## src/rtl/mem_port_arbiter.sv

```systemverilog
// Arbitrates one shared memory bus between instruction fetch and data access.
// Single outstanding transaction, data priority with a fetch-starvation guard and a timeout.
module mem_port_arbiter #(
  parameter int AW         = 64,
  parameter int DW         = 64,
  parameter int MAX_STREAK = 4,
  parameter int TIMEOUT    = 255
) (
  input  logic            clk,
  input  logic            rst_n,
  input  logic            if_req_i,
  input  logic [AW-1:0]   if_addr_i,
  output logic [DW-1:0]   if_rdata_o,
  output logic            if_done_o,
  input  logic            mem_req_i,
  input  logic            mem_we_i,
  input  logic [AW-1:0]   mem_addr_i,
  input  logic [DW-1:0]   mem_wdata_i,
  input  logic [DW/8-1:0] mem_wmask_i,
  output logic [DW-1:0]   mem_rdata_o,
  output logic            mem_done_o,
  output logic            bus_valid_o,
  input  logic            bus_ready_i,
  output logic            bus_we_o,
  output logic [AW-1:0]   bus_addr_o,
  output logic [DW-1:0]   bus_wdata_o,
  output logic [DW/8-1:0] bus_wmask_o,
  input  logic            bus_rvalid_i,
  input  logic [DW-1:0]   bus_rdata_i,
  output logic            stall_if_o,
  output logic            stall_mem_o,
  output logic            timeout_o
);

  // state  | meaning
  // S_IDLE | no transaction; arbitrate pending requests
  // S_ADDR | request presented on the bus, waiting for bus_ready_i
  // S_RESP | request accepted, waiting for bus_rvalid_i
  // S_DONE | owner's done pulse; requests not sampled

  localparam int SW = (MAX_STREAK > 0) ? $clog2(MAX_STREAK + 1) : 1;
  localparam int TW = (TIMEOUT > 1) ? $clog2(TIMEOUT) : 1;
  localparam logic [SW-1:0] STREAK_MAX = SW'(MAX_STREAK);
  localparam logic [TW-1:0] TMO_LOAD   = TW'((TIMEOUT > 0) ? TIMEOUT - 1 : 0);

  typedef enum logic [1:0] {S_IDLE, S_ADDR, S_RESP, S_DONE} state_t;

  state_t          state, state_nxt;
  logic            owner_if;
  logic [SW-1:0]   streak;
  logic [TW-1:0]   tmo_cnt;
  logic            grant_if, grant_mem, tmo_hit, resp_ok;

  always_ff @(posedge clk or negedge rst_n) begin
    if (!rst_n) state <= S_IDLE;
    else        state <= state_nxt;
  end

  always_comb begin
    grant_mem = mem_req_i && !(if_req_i && (streak == STREAK_MAX));
    grant_if  = if_req_i && !grant_mem;
    // Down-counter hits zero in the TIMEOUT-th cycle spent in ADDR+RESP.
    tmo_hit   = (TIMEOUT != 0) && (tmo_cnt == '0);
    resp_ok   = (state == S_RESP) && bus_rvalid_i;
    state_nxt = state;
    case (state)
      S_IDLE: if (grant_if || grant_mem) state_nxt = S_ADDR;
      S_ADDR: begin
        if (tmo_hit)                         state_nxt = S_DONE;
        else if (bus_valid_o && bus_ready_i) state_nxt = S_RESP;
      end
      S_RESP: if (bus_rvalid_i || tmo_hit) state_nxt = S_DONE;
      S_DONE:  state_nxt = S_IDLE;
      default: state_nxt = S_IDLE;
    endcase
  end

  always_ff @(posedge clk or negedge rst_n) begin
    if (!rst_n) begin
      owner_if    <= 1'b0;
      streak      <= '0;
      tmo_cnt     <= '0;
      bus_valid_o <= 1'b0;
      bus_we_o    <= 1'b0;
      bus_addr_o  <= '0;
      bus_wdata_o <= '0;
      bus_wmask_o <= '0;
      if_rdata_o  <= '0;
      mem_rdata_o <= '0;
      if_done_o   <= 1'b0;
      mem_done_o  <= 1'b0;
      timeout_o   <= 1'b0;
    end else begin
      bus_valid_o <= (state_nxt == S_ADDR);
      if_done_o   <= (state_nxt == S_DONE) && owner_if;
      mem_done_o  <= (state_nxt == S_DONE) && !owner_if;

      if (state == S_IDLE && state_nxt == S_ADDR) begin
        owner_if    <= grant_if;
        tmo_cnt     <= TMO_LOAD;
        bus_we_o    <= grant_if ? 1'b0 : mem_we_i;
        bus_addr_o  <= grant_if ? if_addr_i : mem_addr_i;
        bus_wdata_o <= grant_if ? '0 : mem_wdata_i;
        bus_wmask_o <= grant_if ? '0 : mem_wmask_i;
        if (grant_if)
          streak <= '0;
        else if (if_req_i && streak != STREAK_MAX)
          streak <= streak + 1'b1;
      end else if ((state == S_ADDR || state == S_RESP) && !tmo_hit) begin
        tmo_cnt <= tmo_cnt - 1'b1;
      end

      // A response in the terminal cycle still counts as a normal completion.
      if (state != S_DONE && state_nxt == S_DONE) begin
        if (owner_if) if_rdata_o  <= resp_ok ? bus_rdata_i : '0;
        else          mem_rdata_o <= resp_ok ? bus_rdata_i : '0;
        if (!resp_ok) timeout_o <= 1'b1;
      end
    end
  end

  assign stall_if_o  = if_req_i && !if_done_o;
  assign stall_mem_o = mem_req_i && !mem_done_o;

endmodule

```

## config.mk

```make
export PLATFORM = sky130hd
export DESIGN_NAME = mem_port_arbiter
export DESIGN_NICKNAME = d
export VERILOG_FILES = /design/src/rtl/mem_port_arbiter.sv
export SDC_FILE = /design/constraint.sdc
export NUM_CORES = 1
export LEC_CHECK = 0
export CORE_UTILIZATION = 25
export CTS_CLUSTER_SIZE = 8
export DETAILED_ROUTE_END_ITERATION = 10
export PLACE_DENSITY_LB_ADDON = 0.08
export SLEW_MARGIN = 10
export SYNTH_ARGS = -nofsm -noshare
export SYNTH_HDL_FRONTEND = slang
export SYNTH_SLANG_ARGS = --single-unit
```

## constraint.sdc

```tcl
create_clock -name clk -period 3.3 [get_ports clk]
set_input_delay 0.66 -clock clk [delete_from_list [all_inputs] [get_ports clk]]
set_output_delay 0.66 -clock clk [all_outputs]
set_load 0.05 [all_outputs]
```

* Word level (Yosys, flattened, before mapping) *
Index checks and enable logic that the tools add are counted.

storage, ports and cells
  bits in registers = 283
  input port bits = 271
  output and inout bits = 271
  logic and storage cells = 70

cells by class
  add/sub/neg operators = 2
  equal/unequal tests = 8
  mux-type cells = 14
  bitwise operators = 2
  reductions and logical operators = 30

operator list
  kind                 count
  $mux 64              3
  $mux 8               3
  $logic_and 1x1->1    13
  $logic_not 8->1      1
  $mux 2               4
  $pmux 2 s4           1
  $reduce_and 2->1     4
  $sub 8x1->8 const B  1
  $eq 2x2->1 const B   3
  $logic_not 1->1      6
  $mux 3               2
  $eq 2x1->1 const B   2
  $reduce_bool 2->1    2
  $add 3x1->3 const B  1
  $eq 3x3->1 const B   1
  $logic_or 1x1->1     3
  $ne 3x3->1 const B   1
  $logic_not 2->1      1
  $ne 2x2->1 const B   1
  $not 1->1            2
  $mux 1               1

* Logic depth before layout (Yosys ltp) *
Gate-level depths: netlist (run 1).

  word-level depth = 12
  mapped depth = 10
  mapped depth without buffers = 7

* Worst setup path before layout (run 1) *
OpenSTA, ideal clock, no wires.

  kind = register to register
  start point = reg tmo_cnt[0]
  end point = reg bus_addr_o[54]
  library setup time = 0.125 ns
  arrival = 2.346 ns
  data required time = 3.175 ns
  slack = 0.829 ns
  stages on the path, launching flop included = 11
  buffers on the path = 3
  clock period less this slack = 2.471 ns
  cell sequence = dfrtp_1 -> inv_1 -> ha_1 -> or3b_2 -> o21a_1 -> o221ai_2 -> or2_1 -> buf_6 -> buf_12 -> buf_8 -> mux2_4

on the way
  cells in the longest elaborated chain, start to end = 6
  elaborated cells on any way between the ends = 7
  classes of those cells = 1 x eq/ne; 3 x mux; 3 x reduce/logical

RTL lines
  element                 line  source
  from (decl)             51    logic [TW-1:0] tmo_cnt;
  from (signal assigned)  110   tmo_cnt <= tmo_cnt - 1'b1;
  $logic_not 8->1 (*)     63    tmo_hit = (TIMEOUT != 0) && (tmo_cnt == '0);
  $logic_or 1x1->1        72    S_RESP: if (bus_rvalid_i || tmo_hit) state_nxt = S_DONE;
  $mux 2                  72
  $pmux 2 s4 (*)          66    case (state)
  $eq 2x1->1 (*)          98    if (state == S_IDLE && state_nxt == S_ADDR) begin
  $logic_and 1x1->1 (*)   98
  to (signal assigned)    102   bus_addr_o <= grant_if ? if_addr_i : mem_addr_i;
  to (decl)               25    output logic [AW-1:0] bus_addr_o,

Mark *: on every way between the ends. The rest lies on a longest branch, timed or not.
A chain may end at the register's enable or synchronous reset.

* Worst setup path in the final report (run 1) *
  start point = reg state[0]
  end point = reg if_rdata_o[46]

on the way
  cells in the longest elaborated chain, start to end = 6
  elaborated cells on any way between the ends = 15
  classes of those cells = 5 x eq/ne; 6 x mux; 4 x reduce/logical

RTL lines
  element                     line  source
  from (decl)                 48    state_t state, state_nxt;
  from (signal assigned)      56    else state <= state_nxt;
  $mux 2                      70    else if (bus_valid_o && bus_ready_i) state_nxt = S_RESP;
  $mux 2                      69    if (tmo_hit) state_nxt = S_DONE;
  $pmux 2 s4                  66
  $eq 2x2->1                  114   if (state != S_DONE && state_nxt == S_DONE) begin
  $logic_and 1x1->1           114
  $reduce_and 2->1 (no line)  --
  to (signal assigned)        115   if (owner_if) if_rdata_o <= resp_ok ? bus_rdata_i : '0;
  to (decl)                   13    output logic [DW-1:0] if_rdata_o,

Several ways; a longest one is shown, not always the timed one.

==> results of run 1 <==
-- layout by cell type, fill, tap and decap left out, types with 2 or more instances in the layout --
cell                                n
sky130_fd_sc_hd__clkbuf_8           2
sky130_fd_sc_hd__inv_1             11
sky130_fd_sc_hd__nor2b_1            2
sky130_fd_sc_hd__xor2_1             2
sky130_fd_sc_hd__clkdlybuf4s50_1  538
sky130_fd_sc_hd__buf_4             15
sky130_fd_sc_hd__o21ai_0          278
sky130_fd_sc_hd__o211ai_1           3
sky130_fd_sc_hd__nor2_1            11
sky130_fd_sc_hd__o2111ai_4          2
sky130_fd_sc_hd__a21oi_1            2
sky130_fd_sc_hd__clkbuf_16         43
sky130_fd_sc_hd__ha_1               9
sky130_fd_sc_hd__mux2_2            90
sky130_fd_sc_hd__buf_12            15
sky130_fd_sc_hd__or4_1              4
sky130_fd_sc_hd__dfrtp_1          283
sky130_fd_sc_hd__nor3_1             4
sky130_fd_sc_hd__a211oi_1           2
sky130_fd_sc_hd__nand3_1            2
sky130_fd_sc_hd__xnor2_1            4
sky130_fd_sc_hd__mux2_4            39
sky130_fd_sc_hd__nand2_1          274
-- state kept, by name (all words and copies together), names as in the netlist, 2 cells and up --
register and cells:
streak 3, bus_wdata_o 64, bus_addr_o 64, if_rdata_o 64, bus_wmask_o 8, state 2, tmo_cnt 8, mem_rdata_o 64
-- cell type report --
cell class | count | area share
well taps | 615 | 0.0397
flip-flops and latches | 283 | 0.365
clock buffers | 46 | 0.0571
inverters | 12 | 0.00232
diodes | 1 | 0.000129
repair buffers | 569 | 0.300
clock inverters | 1 | 0.000451
multi-input cells | 746 | 0.236
-- through the flow --
step	hold WS (ns)	area (sq um)	util	cells
finish	0.160	19400	0.407	2273
floorplan	0.364	12100	-	1124
global route	0.179	19400	0.407	2273
detailed placement	0.466	18300	0.384	2225
CTS	0.152	19400	0.407	2272
global placement	0.455	18300	0.384	2225
-- critical path: stages (launching register included) --
cell and delay [ns]:
sky130_fd_sc_hd__dfrtp_1 0.43, sky130_fd_sc_hd__inv_1 0.15, sky130_fd_sc_hd__ha_1 0.31, sky130_fd_sc_hd__nor2_1 0.10
sky130_fd_sc_hd__a311oi_1 0.73, sky130_fd_sc_hd__o2111ai_4 0.42, sky130_fd_sc_hd__buf_12 0.31, sky130_fd_sc_hd__nand2_1 0.07
sky130_fd_sc_hd__o21ai_0 0.08
-- cells by family after synthesis --
group | after synthesis
simple gates | 303
fa+ha+maj | 9
buf+inv | 95
compound gates | 298
flops | 283
xor+xnor | 6
mux | 130
-- power groups by stage --
stage	Sequential [mW]	Combinational, mW	Clock, mW
after floorplan	9.45	3.31	0
after global placement	5.42	11.4	0
after detailed placement	5.44	11.4	0
after CTS	5.43	11.4	3.98
after global routing	5.58	11.9	4.09
final	5.42	11.2	3.81
-- per-layer routing --
metal,GRT usage,vias up,wire length (um)
met2,0.289,333,20900
met4,0.0475,8,694
met5,0,-,53
li1,-,4856,-
met1,0.223,4820,18400
met3,0.0553,54,3110
-- path summary, 6_finish.rpt --
kind | from | end | cells after the start
worst min-delay path | rst_n | if_rdata_o[17] | 1
worst min register to register | timeout_o | timeout_o | 2
max in group asynchronous | rst_n | bus_wdata_o[10] | 2
min in group clk | timeout_o | timeout_o | 2
worst max register to register | state[0] | if_rdata_o[46] | 8
worst max-delay path | state[0] | if_rdata_o[46] | 8
==> impl_metrics.prom, run 1 <==
# TYPE chip_impl_metric gauge
chip_impl_metric{name="die_height",unit="um"} 222
chip_impl_metric{name="irDropWorstVdd",unit="V"} 0.000616
chip_impl_metric{name="timing_hold_violations_final",unit=""} 0
chip_impl_metric{name="post_cts_hold_buffer_count",unit=""} 0
chip_impl_metric{name="post-cts-setup-buffer-count",unit=""} 0
chip_impl_metric{name="final_layout_size_suffix_gt1_frac",unit=""} 0.130
chip_impl_metric{name="path_clk_slew",unit="ns"} 0.05
chip_impl_info{name="startpoint_type",value="register"} 1
chip_impl_metric{name="antenna_left",unit=""} 0
chip_impl_metric{name="setup-tns-final",unit="ns"} 0
chip_impl_metric{name="die_area",unit="sq um"} 49100
chip_impl_info{name="endpoint_type_of_the_worst_setup_path",value="register"} 1
chip_impl_metric{name="synth_seq_area_share",unit=""} 0.588
chip_impl_metric{name="avgViaCountPerCell",unit=""} 4.43
chip_impl_info{name="grt_setup_unrepaired",value="no"} 1
chip_impl_metric{name="clockPowerShare",unit=""} 0.186
chip_impl_metric{name="yosys_register_bits",unit=""} 283
chip_impl_metric{name="wirelength",unit="mm"} 43.1
chip_impl_metric{name="initial_utilization",unit=""} 0.253
chip_impl_metric{name="footprint_of_the_multi_input_gates",unit="sq um"} 4580
chip_impl_metric{name="finalMaxSlewViolations",unit=""} 0
chip_impl_metric{name="worst-r2r-setup-slack",unit="ns"} 0.55
chip_impl_metric{name="nFillCells",unit=""} 4678
chip_impl_metric{name="total_power",unit="mW"} 20.5
chip_impl_metric{name="slew_at_the_pin_closest_to_its_max_slew_limit",unit="ns"} 0.848
chip_impl_metric{name="detail_route.iter0.violations",unit=""} 490
chip_impl_info{name="synth_top_cell_by_area",value="sky130_fd_sc_hd__dfrtp_1"} 1
chip_impl_metric{name="floorplan.core_area",unit="sq um"} 47600
chip_impl_metric{name="die_w",unit="um"} 222
chip_impl_metric{name="switching_share",unit=""} 0.459
chip_impl_info{name="synth_area_leaders",value="sky130_fd_sc_hd__dfrtp_1, sky130_fd_sc_hd__o21ai_0, sky130_fd_sc_hd__nand2_1, sky130_fd_sc_hd__mux2_2, sky130_fd_sc_hd__mux2_4"} 1
chip_impl_metric{name="synth_top_area_frac",unit=""} 0.588
chip_impl_metric{name="finalWorstSetupSlack",unit="ns"} 0.550
chip_impl_metric{name="synth_simple_gate_area_frac",unit=""} 0.0990
chip_impl_metric{name="post_synth_xor_area_fraction",unit=""} 0.00436
chip_impl_metric{name="first_pass_grt_wire_length",unit="mm"} 67.0
chip_impl_metric{name="largest_net_degree_at_the_start_of_global_routing",unit=""} 129
chip_impl_metric{name="worst-endpoint-required",unit="ns"} 3.70
chip_impl_info{name="outcome",value="completed"} 1
chip_impl_metric{name="period_needed",unit="ns"} 2.75
chip_impl_metric{name="avg_synthesized_cell_area",unit="sq um"} 10.7
chip_impl_metric{name="internal_power",unit="mW"} 11.1
chip_impl_metric{name="drt_drc_violations_left",unit=""} 0
chip_impl_metric{name="yosys-mux-area-fraction",unit=""} 0.133
chip_impl_metric{name="synth-compound-area-share",unit=""} 0.129
chip_impl_metric{name="tritoncts_num_sinks",unit=""} 283
chip_impl_metric{name="gr-usage-all-layers",unit=""} 0.176
chip_impl_metric{name="async_reset_ff_frac",unit=""} 1.00
chip_impl_metric{name="finalCritPeriodShare",unit=""} 0.833
chip_impl_metric{name="setup-violations-final",unit=""} 0
chip_impl_metric{name="netlist_instances",unit=""} 1124
chip_impl_metric{name="static-leakage-power",unit="nW"} 8.13
chip_impl_metric{name="fmax",unit="MHz"} 364
chip_impl_metric{name="power.share.sequential",unit=""} 0.264
chip_impl_metric{name="power.combinational.fraction",unit=""} 0.549
chip_impl_metric{name="h-tree-depth",unit=""} 2
chip_impl_info{name="timing.setup.critical_path_class",value="register to register"} 1
chip_impl_metric{name="router_iterations_before_antenna_repair",unit=""} 4
chip_impl_metric{name="antenna_found_initial",unit=""} 5
chip_impl_metric{name="yosys.area_share.adder",unit=""} 0.00934
chip_impl_info{name="netlist_top_cells_count",value="sky130_fd_sc_hd__dfrtp_1, sky130_fd_sc_hd__o21ai_0, sky130_fd_sc_hd__nand2_1"} 1
chip_impl_metric{name="synth.yosys.warnings",unit=""} 0
chip_impl_metric{name="place.detailed.hpwl",unit="mm"} 31.1
chip_impl_metric{name="fin_worst_skew",unit="ns"} 0.0242
chip_impl_metric{name="power_switching",unit="mW"} 9.41
chip_impl_metric{name="clk-insertion-delay-late",unit="ns"} 0.55
chip_impl_metric{name="area_growth_syn_to_layout",unit="%"} 61.0
chip_impl_metric{name="syn_nets",unit=""} 1404
chip_impl_info{name="cts-root-buf",value="sky130_fd_sc_hd__clkbuf_16"} 1
chip_impl_metric{name="seq_area",unit="sq um"} 7080
chip_impl_metric{name="gp_routability_congestion",unit=""} 0.761
chip_impl_metric{name="design.final.nets",unit=""} 1933
chip_impl_metric{name="clock_tree.buffer_depth",unit=""} 3
chip_impl_info{name="synth_flop_cell",value="sky130_fd_sc_hd__dfrtp_1"} 1
chip_impl_metric{name="grt_pass1_vias",unit=""} 10719
chip_impl_metric{name="crit_fanout",unit=""} 42
chip_impl_metric{name="overflow",unit=""} 0
chip_impl_metric{name="detailroute.via_count",unit=""} 10071
chip_impl_metric{name="io_buffer_count",unit=""} 541
chip_impl_metric{name="cp_data_arrival_time",unit="ns"} 3.15
chip_impl_info{name="hold_path_class",value="primary input to async pin"} 1
chip_impl_info{name="synth_top_family_by_area",value="multiplexers"} 1
chip_impl_metric{name="p_per_area",unit="nW/um^2"} 1060
chip_impl_metric{name="netlist-cell-type-count",unit=""} 40
chip_impl_metric{name="row_count",unit=""} 80
chip_impl_metric{name="wire_per_inst",unit="um"} 19.0
chip_impl_metric{name="relSlewSlack",unit=""} 0.431
chip_impl_info{name="clock_tree_from_tritoncts",value="done"} 1
chip_impl_metric{name="max_cap_violations",unit=""} 0
chip_impl_metric{name="num_io_pins",unit=""} 542
chip_impl_info{name="synth.most_common_cell",value="sky130_fd_sc_hd__dfrtp_1"} 1
chip_impl_metric{name="synth-edff-count",unit=""} 0
chip_impl_metric{name="preCtsSetupSlack",unit="ns"} 0.272
chip_impl_metric{name="cts_repair_resize_count",unit=""} 0
chip_impl_metric{name="tritoncts.num_buffers",unit=""} 41
chip_impl_metric{name="synth.cell_area",unit="sq um"} 12100
Note: power is estimated with default switching activity, not from simulation.
==> inputs of run 2 (changes only) <==
==> constraint.sdc (replaced) <==
create_clock -name clk -period 2.61 [get_ports clk]
set_input_delay 0.522 -clock clk [delete_from_list [all_inputs] [get_ports clk]]
set_output_delay 0.522 -clock clk [all_outputs]
set_load 0.05 [all_outputs]
==> impl_metrics.prom, run 2 (same netlist as run 1, synthesis figures left out) <==
# TYPE chip_impl_metric gauge
chip_impl_info{name="outcome",value="completed"} 1
chip_impl_info{name="timing.setup.critical_path_class",value="register to register"} 1
chip_impl_metric{name="floorplan.core_area",unit="sq um"} 47600
chip_impl_metric{name="antenna_left",unit=""} 0
chip_impl_metric{name="final_layout_size_suffix_gt1_frac",unit=""} 0.149
chip_impl_info{name="crit_reg_reg_endpoint",value="bus_addr_o[27]"} 1
chip_impl_metric{name="h-tree-depth",unit=""} 2
chip_impl_metric{name="die_w",unit="um"} 222
chip_impl_metric{name="initial_utilization",unit=""} 0.253
chip_impl_metric{name="finalCritPeriodShare",unit=""} 0.930
chip_impl_metric{name="tritoncts_num_sinks",unit=""} 283
chip_impl_metric{name="hold-path-cell-count",unit=""} 2
chip_impl_metric{name="setup-tns-final",unit="ns"} 0
chip_impl_metric{name="path_clk_slew",unit="ns"} 0.05
chip_impl_metric{name="gr-usage-all-layers",unit=""} 0.175
chip_impl_metric{name="die_height",unit="um"} 222
chip_impl_metric{name="overflow",unit=""} 0
chip_impl_metric{name="reg2reg_path_depth",unit=""} 9
chip_impl_info{name="min_to",value="mem_rdata_o[24]"} 1
chip_impl_metric{name="crit_fanout",unit=""} 27
chip_impl_metric{name="area_growth_syn_to_layout",unit="%"} 64.9
chip_impl_info{name="cts-root-buf",value="sky130_fd_sc_hd__clkbuf_16"} 1
chip_impl_info{name="hold_path_startpoint",value="mem_rdata_o[24]"} 1
chip_impl_metric{name="io_buffer_count",unit=""} 541
chip_impl_metric{name="max_cap_violations",unit=""} 0
chip_impl_metric{name="p_per_area",unit="nW/um^2"} 1330
chip_impl_metric{name="router_iterations_before_antenna_repair",unit=""} 4
chip_impl_metric{name="static-leakage-power",unit="nW"} 8.37
chip_impl_metric{name="finish.utilization",unit=""} 0.417
chip_impl_info{name="endpoint_type_of_the_worst_setup_path",value="register"} 1
chip_impl_metric{name="avgViaCountPerCell",unit=""} 4.47
chip_impl_info{name="worstReg2RegStart",value="state[1]"} 1
chip_impl_metric{name="first_pass_grt_wire_length",unit="mm"} 66.6
chip_impl_metric{name="relSlewSlack",unit=""} 0.504
chip_impl_info{name="startpoint_type",value="register"} 1
chip_impl_metric{name="wire_per_inst",unit="um"} 18.8
chip_impl_metric{name="worst-endpoint-required",unit="ns"} 3.03
chip_impl_info{name="grt_setup_unrepaired",value="no"} 1
chip_impl_info{name="most_common_library_cell_in_the_layout_ignoring_fill_and_taps",value="sky130_fd_sc_hd__clkdlybuf4s50_1"} 1
chip_impl_metric{name="clock_tree.buffer_depth",unit=""} 3
chip_impl_info{name="clock_tree_from_tritoncts",value="done"} 1
chip_impl_metric{name="worst-r2r-setup-slack",unit="ns"} 0.18
chip_impl_metric{name="timing_hold_violations_final",unit=""} 0
chip_impl_metric{name="detailroute.via_count",unit=""} 10337
chip_impl_metric{name="gp_routability_congestion",unit=""} 0.769
chip_impl_metric{name="detail_route.iter0.violations",unit=""} 485
chip_impl_info{name="highest_count_cells_in_the_layout_ignoring_fill_and_taps",value="sky130_fd_sc_hd__clkdlybuf4s50_1, sky130_fd_sc_hd__dfrtp_1, sky130_fd_sc_hd__o21ai_0"} 1
chip_impl_metric{name="largest_net_degree_at_the_start_of_global_routing",unit=""} 76
chip_impl_metric{name="nFillCells",unit=""} 4617
chip_impl_metric{name="period_needed",unit="ns"} 2.43
chip_impl_metric{name="tritoncts.num_buffers",unit=""} 41
chip_impl_metric{name="antenna_found_initial",unit=""} 3
chip_impl_metric{name="fmax",unit="MHz"} 412
chip_impl_metric{name="drt_drc_violations_left",unit=""} 0
chip_impl_metric{name="grt_pass1_vias",unit=""} 10772
chip_impl_metric{name="place.detailed.hpwl",unit="mm"} 31.4
chip_impl_metric{name="irDropWorstVdd",unit="V"} 0.000940
chip_impl_metric{name="num_io_pins",unit=""} 542
chip_impl_metric{name="cp_data_arrival_time",unit="ns"} 2.84
chip_impl_metric{name="fin_worst_skew",unit="ns"} 0.0117
chip_impl_metric{name="setup-violations-final",unit=""} 0
chip_impl_info{name="hold_path_class",value="register to register"} 1
chip_impl_metric{name="wirelength",unit="mm"} 43.3
chip_impl_metric{name="design.final.nets",unit=""} 1969
chip_impl_metric{name="row_count",unit=""} 80
chip_impl_metric{name="finalMaxSlewViolations",unit=""} 0
chip_impl_metric{name="die_area",unit="sq um"} 49100
chip_impl_metric{name="clk-insertion-delay-late",unit="ns"} 0.54
chip_impl_metric{name="slew_at_the_pin_closest_to_its_max_slew_limit",unit="ns"} 0.744
[run 2: repair_timing]
action	in CTS	in global routing
endpoints found under the hold margin	53	0
buffers inserted	0	3
gates cloned	0	1
setup endpoints to repair	1	105
hold buffers	1	0
resized for setup	1	6
pin swaps	0	1
[run 2: area by class of cell]
class | instances | area, sq um | share of cell area
repair buffers | 605 | 6260 | 0.315
flip-flops and latches | 283 | 7080 | 0.356
clock buffers | 47 | 1100 | 0.0554
clock inverters | 1 | 8.76 | 0.000441
well taps | 615 | 769 | 0.0387
multi-input cells | 746 | 4610 | 0.232
inverters | 12 | 45.0 | 0.00227
diodes | 1 | 2.50 | 0.000126
[run 2: per-layer routing]
layer	share of wire	track usage
met1	0.43	0.215
met4	0.020	0.0524
met5	0.00072	0
met3	0.076	0.0565
met2	0.48	0.291
[run 2: worst max path at each step]
stage	startpoint	endpoint	depth (start not counted)
after floorplan	tmo_cnt[0]	bus_addr_o[54]	10
after CTS	tmo_cnt[0]	bus_addr_o[16]	8
final	state[1]	bus_addr_o[27]	9
after global routing	state[0]	bus_wdata_o[33]	10
after detailed placement	bus_ready_i	bus_wdata_o[26]	8
after global placement	bus_ready_i	bus_wdata_o[8]	8
[run 2: per-stage QoR]
step	power, mW	hold slack [ns]	std cells	worst slack (ns)	cell area [sq um]
detailed placement	21.5	0.469	2256	-0.0481	18600
global route	27.8	0.488	2309	0.00122	19900
finish	26.4	0.472	2310	0.182	19900
floorplan	16.1	0.226	1124	0.139	12100
global placement	21.4	0.453	2256	0.0234	18600
CTS	26.5	0.480	2305	0.00454	19800
[run 2: critical path, cell delays in order, from the launching register on]
cell                       delay (ns)
sky130_fd_sc_hd__dfrtp_1         0.45
sky130_fd_sc_hd__inv_1           0.14
sky130_fd_sc_hd__ha_1            0.21
sky130_fd_sc_hd__nor2_1          0.17
sky130_fd_sc_hd__o32a_1          0.26
sky130_fd_sc_hd__o221ai_4        0.14
sky130_fd_sc_hd__or2_4           0.30
sky130_fd_sc_hd__buf_12          0.14
sky130_fd_sc_hd__buf_12          0.16
sky130_fd_sc_hd__mux2_4          0.31
[run 2: where the power goes]
group	switching, mW	internal (mW)	leakage, nW
clock network	1.90	2.92	0.545
registers	0.847	6.00	3.66
logic	9.28	5.50	4.16
